### src/rtl/gmii_tx_framer_pkg.sv
// Shared constants and state encoding for the GMII transmit framer.
package gmii_pkg;

  localparam logic [7:0]  PREAMBLE_BYTE = 8'h55;
  localparam logic [7:0]  SFD_BYTE      = 8'hD5;
  localparam logic [31:0] CRC32_POLY    = 32'hEDB88320;
  localparam logic [31:0] CRC32_INIT    = 32'hFFFFFFFF;

  typedef enum logic [2:0] {
    IDLE,
    PRE,
    DATA,
    FCS,
    IFG,
    DROP
  } tx_state_t;

endpackage

### src/rtl/gmii_tx_framer_crc32_d8.sv
// Byte-wide reflected CRC-32 next-state function (crc32_d8).
// Only compiled when GMII_TX_FCS_EN is defined, since it is unused otherwise.
`ifdef GMII_TX_FCS_EN
module crc32_d8
  import gmii_pkg::*;
(
  input  logic [31:0] crc_in,
  input  logic [7:0]  d,
  output logic [31:0] crc_out
);

  // Fold the byte in LSB first, one polynomial division step per bit.
  always_comb begin
    logic [31:0] c;
    c = crc_in ^ {24'h000000, d};
    for (int unsigned i = 0; i < 8; i++) begin
      c = c[0] ? ((c >> 1) ^ CRC32_POLY) : (c >> 1);
    end
    crc_out = c;
  end

endmodule
`endif

### src/rtl/gmii_tx_framer.sv
// GMII transmit framer: pops frames from a FWFT FIFO and emits
// preamble, SFD, payload (and FCS when GMII_TX_FCS_EN is defined),
// followed by the inter-frame gap. Underrun truncates the frame.
module gmii_tx_framer
  import gmii_pkg::*;
#(
  parameter int unsigned PREAMBLE_LEN = 7,
  parameter int unsigned IFG_BYTES    = 12
) (
  input  logic       gmii_gtx_clk,
  input  logic       sys_rst,
  input  logic       frm_empty,
  input  logic [7:0] frm_dout,
  input  logic       frm_last,
  output logic       frm_rd_en,
  output logic       fifo_dv,
  output logic [7:0] fifo_din,
  output logic       tx_underrun
);

  localparam logic [7:0] PRE_LAST = 8'(PREAMBLE_LEN);
  localparam logic [7:0] IFG_LAST = 8'(IFG_BYTES - 1);

  tx_state_t  state, state_nx;
  logic [7:0] cnt, cnt_nx;
  logic       dv_nx;
  logic [7:0] din_nx;
  logic       und_nx;

`ifdef GMII_TX_FCS_EN
  logic [31:0] crc, crc_nx, crc_upd, fcs_word;

  crc32_d8 u_crc32_d8 (
    .crc_in  (crc),
    .d       (frm_dout),
    .crc_out (crc_upd)
  );

  assign fcs_word = ~crc;
`endif

  // The FIFO is only popped while a frame body is being sent or dropped.
  assign frm_rd_en = ((state == DATA) || (state == DROP)) && !frm_empty;

  // Next-state and next-output decode.
  always_comb begin
    state_nx = state;
    cnt_nx   = cnt;
    dv_nx    = 1'b0;
    din_nx   = 8'h00;
    und_nx   = 1'b0;
`ifdef GMII_TX_FCS_EN
    crc_nx   = crc;
`endif
    case (state)
      IDLE: begin
        if (!frm_empty) begin
          state_nx = PRE;
          dv_nx    = 1'b1;
          din_nx   = PREAMBLE_BYTE;
          cnt_nx   = 8'd1;
`ifdef GMII_TX_FCS_EN
          crc_nx   = CRC32_INIT;
`endif
        end
      end
      PRE: begin
        dv_nx = 1'b1;
        if (cnt == PRE_LAST) begin
          din_nx   = SFD_BYTE;
          state_nx = DATA;
          cnt_nx   = '0;
        end else begin
          din_nx = PREAMBLE_BYTE;
          cnt_nx = cnt + 8'd1;
        end
      end
      DATA: begin
        if (!frm_empty) begin
          dv_nx  = 1'b1;
          din_nx = frm_dout;
`ifdef GMII_TX_FCS_EN
          crc_nx = crc_upd;
          if (frm_last) begin
            state_nx = FCS;
            cnt_nx   = '0;
          end
`else
          if (frm_last) begin
            state_nx = IFG;
            cnt_nx   = '0;
          end
`endif
        end else begin
          und_nx   = 1'b1;
          state_nx = DROP;
        end
      end
`ifdef GMII_TX_FCS_EN
      FCS: begin
        dv_nx  = 1'b1;
        din_nx = fcs_word[{cnt[1:0], 3'b000} +: 8];
        if (cnt[1:0] == 2'd3) begin
          state_nx = IFG;
          cnt_nx   = '0;
        end else begin
          cnt_nx = cnt + 8'd1;
        end
      end
`endif
      DROP: begin
        if (!frm_empty && frm_last) begin
          state_nx = IFG;
          cnt_nx   = '0;
        end
      end
      IFG: begin
        // The gap is counted only over cycles where dv is already low, so a
        // normal frame end spends one extra IFG cycle retiring its last byte.
        if (!fifo_dv) begin
          if (cnt == IFG_LAST) begin
            state_nx = IDLE;
            cnt_nx   = '0;
          end else begin
            cnt_nx = cnt + 8'd1;
          end
        end
      end
      default: begin
        state_nx = IDLE;
        cnt_nx   = '0;
      end
    endcase
  end

  // State, counter and registered GMII-side outputs.
  always_ff @(posedge gmii_gtx_clk or posedge sys_rst) begin
    if (sys_rst) begin
      state       <= IDLE;
      cnt         <= '0;
      fifo_dv     <= 1'b0;
      fifo_din    <= 8'h00;
      tx_underrun <= 1'b0;
    end else begin
      state       <= state_nx;
      cnt         <= cnt_nx;
      fifo_dv     <= dv_nx;
      fifo_din    <= din_nx;
      tx_underrun <= und_nx;
    end
  end

`ifdef GMII_TX_FCS_EN
  // Running CRC over emitted payload bytes.
  always_ff @(posedge gmii_gtx_clk or posedge sys_rst) begin
    if (sys_rst) begin
      crc <= '0;
    end else begin
      crc <= crc_nx;
    end
  end
`endif

endmodule

### config.mk
export PLATFORM = sky130hd
export DESIGN_NAME = gmii_tx_framer
export DESIGN_NICKNAME = d
export VERILOG_FILES = /design/src/rtl/gmii_tx_framer_pkg.sv /design/src/rtl/gmii_tx_framer_crc32_d8.sv /design/src/rtl/gmii_tx_framer.sv
export SDC_FILE = /design/constraint.sdc
export NUM_CORES = 1
export LEC_CHECK = 0
export CAP_MARGIN = 0
export CORE_MARGIN = 2
export CORE_UTILIZATION = 53
export CTS_CLUSTER_DIAMETER = 120
export DETAILED_ROUTE_END_ITERATION = 7
export PLACE_DENSITY = 0.85
export SETUP_SLACK_MARGIN = 0.05
export SYNTH_ARGS = -nofsm -noshare
export SYNTH_HDL_FRONTEND = slang
export SYNTH_HIERARCHICAL = 1
export SYNTH_SLANG_ARGS = --single-unit
export TNS_END_PERCENT = 30
### constraint.sdc
create_clock -name gmii_gtx_clk -period 5.05 [get_ports gmii_gtx_clk]
set_clock_uncertainty 0.2 [all_clocks]
set_input_delay 0.505 -clock gmii_gtx_clk [delete_from_list [all_inputs] [get_ports gmii_gtx_clk]]
set_output_delay 0.505 -clock gmii_gtx_clk [all_outputs]
set_load 0.03 [all_outputs]
==> key figures <==
Timing
  – Max-Slew Margin vs Limit: 49.7%
  – Final hold violation count: 0
  – Setup TNS: 0 ns
  – F_max: 355 MHz
  – Worst-Margin Slew: 0.754 ns
  – Final period util: 55.8%
  – Fin. max-slew vios: 0
  – Finish-stage setup viols: 0
  – Crit path time final: 2.82 ns
  – RSZ-0062 raised after global routing: false

Synth
  – Area share of the largest cell type after synthesis: 48.8%
  – Async S/R FF share, synth: 100%
  – Yosys warns: 6
  – Mapped cell area: 1080 um2
  – Commonest cells in the netlist: dfrtp_1, nor2_1, o21ai_0
  – Synth Instances: 115
  – Mean Syn Cell Area: 9.36 um2
  – Cell variety after synth: 39
  – Post-synth top area cell: dfrtp_1
  – Ys flop type: dfrtp_1
  – Syn_nets: 128
  – Synth top area cells: dfrtp_1, o21ai_0, a21oi_1
  – Synthesized flop and latch total: 21
  – EDFF count, synth: 0
  – Seq/Total Area, Yosys: 48.8%
  – Most common cell in the netlist: dfrtp_1

Clocking
  – Hold_buf cts: 0
  – Clk buf depth: 2
  – CTS HTree Levels: 1
  – Post-CTS repair timing setup buffer count: 0
  – Clock Pin Slew Worst Setup and Hold Paths: 0.11 ns
  – CTS buffer count: 3
  – CTS root buf: clkbuf_4
  – CTS Sinks: 21
  – Clk Latency, worst-skew pair: 0.32 ns
  – # resized after CTS: 0
  – CTS tree: done

Finish
  – Finished Layout Cells: 163
  – Ant. Diodes: 0
  – Synth-to-layout area growth: 23.7%
  – Nets@finish: 150
  – Layout cell share with drive strength beyond 1: 5.88%

Worst hold path
  – Worst Hold Class: reg -> reg
  – Worst hold stages: 2
  – HP Start: cnt[1]$_DFFE_PP0P_
  – Hold EP: cnt[1]$_DFFE_PP0P_

Power and ir drop
  – Pwr Density: 199 nW/um2
  – Leak: 0.578 nW
  – Clk pwr share: 31.3%
  – Reg power frac: 63.5%
  – Pint: 0.207 mW
  – Peak supply drop: 0.135 mV
  – Sw power: 0.0576 mW
  – Comb pwr share: 5.1%
  – Sw frac: 21.8%

Setup path
  – Worst EP required: 4.35 ns
  – Kind of critical path: reg -> out
  – R2r worst-path depth: 5
  – Worst Path Arrival: 2.11 ns
  – Element type at the critical path start: flip-flop
  – CP Capture Type: output port
  – Worst reg2reg path startpoint: state[0]$_DFFE_PP0P_
  – R2R setup slack: 2.87 ns
  – Worst Path Max Fanout: 11
  – Worst Setup SP: state[0]$_DFFE_PP0P_
  – Reg-to-reg critical path endpoint: cnt[7]$_DFFE_PP0P_

Die
  – Row count: 16
  – Die height: 49.1 um
  – Initial core utilization: 55.4%
  – Core box area: 1940 um2
  – Die ar.: 2410 um2
  – DIE WIDTH: 49.1 um
  – Io pins: 23

GRT
  – GRT overflow: 0
  – Vias in the first global route: 909
  – Largest net degree at the start of global routing: 22
  – First-pass GRT wire length: 4040 um
  – Initial antenna violation count: 0
  – GRT Resource Usage Total: 22.0%

Placement
  – PortBufs: 22
  – HPWL Detailed: 1650 um
  – Placed insts: 159
  – Routability Congestion: 0.852

Routing
  – Via count: 963
  – TritonRoute pass-1 iters: 4
  – Via/cell ratio: 5.91
  – Post-DRT Antenna Nets: 0
  – Wire per inst: 14.0 um
  – DRT iter0 DRCs: 44
  – Routed WL: 2280 um
  – Residual DRC: 0

Run status
  – Status: finished, final reports clean

Run
  – Max_cap viols: 0
[flip-flops by register name, summed over array words and instances, names as in the netlist]
signal,cells
cnt,8
fifo_din,8
fifo_dv,1
state,3
tx_underrun,1
[logic make-up (layout without fill, tap and decap cells)]
| logic type | count (synthesis) | in the layout | share of synthesized area [%] |
|---|---|---|---|
| flops | 21 | 21 | 48.8 |
| simple gates | 45 | 45 | 22.8 |
| fa+ha+maj | 1 | 1 | 1.16 |
| xor+xnor | 1 | 1 | 0.814 |
| compound gates | 36 | 36 | 22.0 |
| buf+inv | 11 | 32 | 4.42 |
[worst max-delay path, cell delays in order, from the launching register on]
cell and delay [ns]:
dfrtp_1 0.51, nor2_1 0.30, nand2_1 0.15, a21oi_1 0.15
clkdlybuf4s50_1 0.68
[worst max path at each step]
stage / slack [ns] / depth (start not counted) / to
3_3_place_gp: 2.48 / 3 / frm_rd_en
2_1_floorplan: 3.04 / 4 / frm_rd_en
4_1_cts: 2.25 / 4 / frm_rd_en
3_5_place_dp: 2.46 / 3 / frm_rd_en
6_report: 2.23 / 4 / frm_rd_en
5_1_grt: 2.12 / 4 / frm_rd_en
[final cells by class]
cell class              count  area (um2)
fillers                   163         611
multi-input cells          83         503
inverters                   6        22.5
clock buffers               4        26.3
flip-flops and latches     21         526
well taps                  27        33.8
repair buffers             22         220
[stage by stage]
stage                     setup WS (ns)  hold WS, ns  area, um2  utilization [%]  total power, mW
after detailed placement           2.46        0.321       1310             67.2            0.185
after global placement             2.48        0.288       1310             67.2            0.185
after global routing               2.12        0.371       1330             68.6            0.276
after floorplan                    3.04        0.268       1080                -            0.176
final                              2.23        0.338       1330             68.6            0.265
after CTS                          2.25        0.344       1330             68.6            0.267
[placed cells by master, fill, tap and decap left out, types with 2 or more instances in the layout]
cell,n
inv_1,4
o21ai_1,2
nor2_1,10
a22o_1,4
clkbuf_4,3
nand3_1,4
o21ai_0,10
nor2b_1,4
and2_1,4
nand2_1,8
a21oi_1,8
and3_1,5
clkinv_1,2
dfrtp_1,21
o311ai_1,2
clkdlybuf4s50_1,22
[power groups by stage]
stage	Clock, mW	Sequential, mW	Combinational [mW]
6_report	0.0830	0.168	0.0136
3_3_place_gp	0	0.171	0.0136
4_1_cts	0.0852	0.168	0.0139
3_5_place_dp	0	0.171	0.0137
2_1_floorplan	0	0.171	0.00423
5_1_grt	0.0925	0.168	0.0152
[metal layers]
layer / vias to the layer above / wire length, um / part of all wire (%) / GRT usage (%)
li1: 455 / - / - / -
met1: 457 / 956 / 42 / 27.7
met2: 46 / 1090 / 48 / 35.8
met3: 5 / 171 / 7.5 / 3.68
met4: 0 / 53 / 2.3 / 11.9
met5: - / 0 / 0 / 0
Power figures use the tool's default switching activity.
